`config.mk`:
```
export PLATFORM = sky130hd
export DESIGN_NAME = ssd_source_sel
export DESIGN_NICKNAME = d
export VERILOG_FILES = /design/src/rtl/ssd_pkg.sv /design/src/rtl/ssd_source_sel_btn_debounce.sv /design/src/rtl/ssd_source_sel.sv
export SDC_FILE = /design/constraint.sdc
export NUM_CORES = 1
export LEC_CHECK = 0
export CAP_MARGIN = 20
export CORE_MARGIN = 3
export CORE_UTILIZATION = 50
export CTS_CLUSTER_SIZE = 28
export DETAILED_ROUTE_END_ITERATION = 16
export PLACE_DENSITY = 0.87
export SKIP_LAST_GASP = 1
export SYNTH_ARGS = -nofsm -noshare
export SYNTH_HDL_FRONTEND = slang
export SYNTH_SLANG_ARGS = --single-unit
```
`constraint.sdc`:
```
create_clock -name clk -period 7.15 [get_ports clk]
set_input_delay 1.43 -clock clk [delete_from_list [all_inputs] [get_ports clk]]
set_output_delay 1.43 -clock clk [all_outputs]
set_load 0.01 [all_outputs]
```
`src/rtl/ssd_pkg.sv`:
```
// Shared definitions for the seven-segment source selector: page encoding,
// widths, and the page-to-half-word mapping.
package ssd_pkg;

  localparam int PAGE_W = 3;
  localparam int DISP_W = 16;
  localparam int WORD_W = 32;

  localparam logic [PAGE_W-1:0] PG_PC_LO    = 3'd0;
  localparam logic [PAGE_W-1:0] PG_PC_HI    = 3'd1;
  localparam logic [PAGE_W-1:0] PG_INSTR_LO = 3'd2;
  localparam logic [PAGE_W-1:0] PG_INSTR_HI = 3'd3;
  localparam logic [PAGE_W-1:0] PG_ALU_LO   = 3'd4;
  localparam logic [PAGE_W-1:0] PG_ALU_HI   = 3'd5;
  localparam logic [PAGE_W-1:0] PG_MEM_LO   = 3'd6;
  localparam logic [PAGE_W-1:0] PG_MEM_HI   = 3'd7;

  // Returns the 16-bit half of the observation word that a page shows.
  function automatic logic [DISP_W-1:0] page_half(
    input logic [PAGE_W-1:0] page,
    input logic [WORD_W-1:0] pc,
    input logic [WORD_W-1:0] instr,
    input logic [WORD_W-1:0] alu_out,
    input logic [WORD_W-1:0] mem_data
  );
    logic [DISP_W-1:0] res;
    res = '0;
    case (page)
      PG_PC_LO:    res = pc[15:0];
      PG_PC_HI:    res = pc[31:16];
      PG_INSTR_LO: res = instr[15:0];
      PG_INSTR_HI: res = instr[31:16];
      PG_ALU_LO:   res = alu_out[15:0];
      PG_ALU_HI:   res = alu_out[31:16];
      PG_MEM_LO:   res = mem_data[15:0];
      PG_MEM_HI:   res = mem_data[31:16];
      default:     res = pc[15:0];
    endcase
    return res;
  endfunction

endpackage

```
`src/rtl/ssd_source_sel_btn_debounce.sv`:
```
// Push-button conditioner: two-flop synchronizer, level debounce, and a
// one-cycle press pulse registered on the same edge the stable level rises.
// A level is accepted after the synchronized value has differed from the
// stable value on DEBOUNCE_CYCLES consecutive edges.
module btn_debounce #(
  parameter int DEBOUNCE_CYCLES = 1000000
) (
  input  logic clk,
  input  logic rst,
  input  logic btn_raw,
  output logic btn_stable,
  output logic press_pulse
);

  localparam int CNT_W = (DEBOUNCE_CYCLES > 1) ? $clog2(DEBOUNCE_CYCLES) : 1;
  localparam logic [CNT_W-1:0] CNT_LAST = CNT_W'(DEBOUNCE_CYCLES - 1);

  logic             sync1;
  logic             sync2;
  logic [CNT_W-1:0] cnt;

  // Bring the asynchronous button into the clk domain.
  always_ff @(posedge clk) begin
    if (rst) begin
      sync1 <= 1'b0;
      sync2 <= 1'b0;
    end else begin
      sync1 <= btn_raw;
      sync2 <= sync1;
    end
  end

  // Count consecutive disagreeing cycles; accept the new level on the last one.
  always_ff @(posedge clk) begin
    if (rst) begin
      cnt         <= '0;
      btn_stable  <= 1'b0;
      press_pulse <= 1'b0;
    end else begin
      press_pulse <= 1'b0;
      if (sync2 != btn_stable) begin
        if (cnt == CNT_LAST) begin
          btn_stable  <= sync2;
          cnt         <= '0;
          press_pulse <= sync2;
        end else begin
          cnt <= cnt + 1'b1;
        end
      end else begin
        cnt <= '0;
      end
    end
  end

endmodule

```
`src/rtl/ssd_source_sel.sv`:
```
// Seven-segment source selector: picks a 16-bit half of a CPU observation
// word from a debounced "next" button, freezes it on a "hold" toggle, and
// produces the free-running scan clock for the digit multiplexer.
// Optional build macro SSD_SRC_PAGE_LED_EN adds an 8-bit one-hot page LED
// output.
module ssd_source_sel
  import ssd_pkg::*;
#(
  parameter int DEBOUNCE_CYCLES = 1000000,
  parameter int SCAN_DIV        = 50000
) (
  input  logic              clk,
  input  logic              rst,
  input  logic              btn_next,
  input  logic              btn_hold,
  input  logic [WORD_W-1:0] pc,
  input  logic [WORD_W-1:0] instr,
  input  logic [WORD_W-1:0] alu_out,
  input  logic [WORD_W-1:0] mem_data,
  output logic [DISP_W-1:0] disp_val,
  output logic              scan_clk,
  output logic              frozen
`ifdef SSD_SRC_PAGE_LED_EN
  ,
  output logic [7:0]        led
`endif
);

  localparam int DIV_W = (SCAN_DIV > 1) ? $clog2(SCAN_DIV) : 1;
  localparam logic [DIV_W-1:0] DIV_LAST = DIV_W'(SCAN_DIV - 1);

  logic              next_stable;
  logic              hold_stable;
  logic              next_pulse;
  logic              hold_pulse;
  logic [PAGE_W-1:0] page;
  logic              page_moved;
  logic [DIV_W-1:0]  div_cnt;

  // Stable levels are not consumed here; kept as named nets for probing.
  logic [1:0] btn_levels_unused;
  assign btn_levels_unused = {next_stable, hold_stable};

  btn_debounce #(.DEBOUNCE_CYCLES(DEBOUNCE_CYCLES)) u_next (
    .clk         (clk),
    .rst         (rst),
    .btn_raw     (btn_next),
    .btn_stable  (next_stable),
    .press_pulse (next_pulse)
  );

  btn_debounce #(.DEBOUNCE_CYCLES(DEBOUNCE_CYCLES)) u_hold (
    .clk         (clk),
    .rst         (rst),
    .btn_raw     (btn_hold),
    .btn_stable  (hold_stable),
    .press_pulse (hold_pulse)
  );

  // Page advance and freeze toggle; page_moved marks the edge after a page step.
  always_ff @(posedge clk) begin
    if (rst) begin
      page       <= PG_PC_LO;
      page_moved <= 1'b0;
      frozen     <= 1'b0;
    end else begin
      page_moved <= next_pulse;
      if (next_pulse) page <= page + 1'b1;
      if (hold_pulse) frozen <= ~frozen;
    end
  end

  // Track the selected half live, or capture it once after a page step while frozen.
  always_ff @(posedge clk) begin
    if (rst) begin
      disp_val <= '0;
    end else if (!frozen || page_moved) begin
      disp_val <= page_half(page, pc, instr, alu_out, mem_data);
    end
  end

  // Free-running scan divider: toggle scan_clk each time the counter wraps.
  always_ff @(posedge clk) begin
    if (rst) begin
      div_cnt  <= '0;
      scan_clk <= 1'b0;
    end else if (div_cnt == DIV_LAST) begin
      div_cnt  <= '0;
      scan_clk <= ~scan_clk;
    end else begin
      div_cnt <= div_cnt + 1'b1;
    end
  end

`ifdef SSD_SRC_PAGE_LED_EN
  // One-hot page indicator, stepped on the same edge as page.
  always_ff @(posedge clk) begin
    if (rst) begin
      led <= 8'b0000_0001;
    end else if (next_pulse) begin
      led <= {led[6:0], led[7]};
    end
  end
`endif

endmodule

```
==> results.cfg <==
[run_status]
outcome = finished, final reports clean

[synth]
ys_async_sr_fraction_pct = 0
ys_ff_latch = 86
syn-instance-count = 528
synth_cell_types = 50
avgSynthCellArea_um2 = 8.479
synthFlopType = dfxtp_1
synth_top_family_by_area = simple AND/OR/NAND/NOR gates
yosysTopAreaCell = dfxtp_1
synth_top_area_share_pct = 38.46
ys_warn_count = 0
synthesis.area_um2 = 4477
muxShareOfSynthArea_pct = 1.230
seq_area_frac_synth_pct = 38.46
synthXorXnorAreaFrac_pct = 9.195
synthAdderAreaFrac_pct = 2.515
synth-simple-area-share_pct = 27.81
synth_enable_flop_cells = 0
synthTopCellsByArea = dfxtp_1, nor2_1, xnor2_1
synth_fp_nets = 669
synth-compound-area-share_pct = 16.49

[pwr]
ir_drop_mv = 0.1469
total_power_mw = 0.9566
p_per_area_nw_per_um2 = 153.7
p_leak_nw = 2.038

[clocking]
cts_inserted_buffers = 9
path_clk_slew_ps = 80
cts_root_buf = clkbuf_8
clockBufferDepth = 2
clk_latency_ps = 350
cts_tree = done
cts.hold.buffers_added = 0
htreeDepth = 3
post_cts_buffers = 0
cts_resized = 0
cts.sinks = 86

[detailed_routing]
totalWireLength_mm = 13.80
antenna_left = 0
drtIter0Drc = 347
num_vias = 4532
drt_pass1_iterations = 8
drc = 0
wl_per_cell_um = 17.85
viasPerCell = 5.863

[global_routing]
overflow = 0
grt_max_degree = 37
grt_usage_pct = 26.52
grt_first_pass_wirelength_mm = 21.63
antenna_found_initial = 1
grt_pass1_vias = 4468

[critical_path]
cp_slowest_stage_delay_ps = 580
critPathKind = reg -> out
crit_buf_inv = 1
worstPathArrival_ps = 1320
cp_top_family = buffers and inverters
end_kind = output port
required_ps = 5720
crit_chain = clkdlybuf4s50_1
cp-start-kind = flop
crit_slowest_cell = clkdlybuf4s50_1
path_max_fanout = 4

[placed_design]
pre_cts_slack_ps = 4237
dp_cells = 754
portBuffers = 149
place_area_um2 = 5997
dp_hpwl_mm = 10.28
gp_congestion = 0.9174

[timing]
fin_crit_sh_pct = 38.50
slew-limit-headroom_pct = 24.08
layout_min_cycle_time_ps = 2753
rsz0062_at_grt = false
holdWs_ps = 453.1
maxSlewViolCount = 0
clock_skew_ps = 9.684
fmax_ghz = 0.3632
worst_pin_slew_ps = 1139
tns_ps = 0
hold_viol = 0
setup_viol = 0
setup_slack_ps = 4397

[finish]
final_cell_mix = clkdlybuf4s50_1, dfxtp_1, nor2_1
final_common_cell = clkdlybuf4s50_1
area_growth_pct = 38.99
final_nets = 802
design_area_um2 = 6222
drive_gt1_share_pct = 5.105
instances_no_fill = 773
final_util_pct = 73.51

[min_path]
hp-class = reg -> reg

[die]
die_area_um2 = 10130
dieWidth_um = 100.6
core_area_um2 = 8464
rows = 33
die_y_um = 100.6
initial_core_util_pct = 52.89
ios = 150

[job]
max_cap_viol_count = 0
==> synthesized netlist by cell type, types with 4 or more instances <==
| library cell | n |
|---|---|
| a22o_1 | 6 |
| nor4_1 | 21 |
| mux2_2 | 4 |
| and4_1 | 4 |
| a21oi_1 | 14 |
| xnor2_1 | 33 |
| o31ai_1 | 17 |
| xor2_1 | 14 |
| clkbuf_1 | 27 |
| a211oi_1 | 5 |
| nand4_1 | 14 |
| nand3_1 | 19 |
| or3_1 | 7 |
| nor3_1 | 14 |
| o21ai_0 | 9 |
| a22oi_1 | 5 |
| a222oi_1 | 11 |
| nor2_1 | 79 |
| a221o_1 | 5 |
| a221oi_1 | 13 |
| or4_1 | 9 |
| a31o_2 | 4 |
| nor2b_1 | 9 |
| nand2_1 | 28 |
| inv_1 | 18 |
| ha_1 | 9 |
| nand3b_1 | 11 |
| dfxtp_1 | 86 |
==> cell type report <==
cell class	instances	area (µm²)
multi-input combinational	393	2562
fill	617	2242
sequential	86	1722
timing repair buffer	153	1525
clock buffer	12	155.1
tap	105	131.4
inverter	18	67.56
clock inverter	4	53.80
antenna	2	5.005
==> path summary, 6_finish.rpt <==
path | from | end | slack (ps) | cells past startpoint
min | u_hold.sync1 | u_hold.sync2 | 450 | 1
min reg2reg | u_hold.sync1 | u_hold.sync2 | 450 | 1
max reg2reg | page[2] | disp_val[2] | 4480 | 6
max | frozen | frozen | 4400 | 1
==> power breakdown <==
group / leakage (nW) / switching (mW) / total (mW) / internal [mW]
logic: 1.24 / 0.0285 / 0.109 / 0.0802
clock network: 0.0992 / 0.174 / 0.356 / 0.182
registers: 0.699 / 0.00533 / 0.492 / 0.486
==> registers in the layout, summed over array words and instances, names as in the netlist <==
register / cells
u_next.sync2: 1
u_hold.sync2: 1
scan_clk: 1
u_hold.press_pulse: 1
disp_val: 16
u_next.sync1: 1
frozen: 1
u_next.cnt: 20
page: 3
u_next.press_pulse: 1
u_next.btn_stable: 1
div_cnt: 16
u_hold.sync1: 1
page_moved: 1
u_hold.cnt: 20
u_hold.btn_stable: 1
==> cell families (layout without fill, tap and decap cells) <==
group / Yosys count / after routing
buf+inv: 49 / 187
xor+xnor: 47 / 47
compound gates: 95 / 95
simple gates: 237 / 237
flops: 86 / 86
other cells: 0 / 2
mux: 5 / 5
fa+ha+maj: 9 / 9
==> layer usage <==
layer  GRT usage, %  routed length [µm]  vias up
met4          11.92                 440        0
met1          33.02                5802     2124
met2          45.01                6687      168
li1               -                   -     2206
met5              0                   0        -
met3          4.152                 865       34
Note: power is estimated with default switching activity, not from simulation.
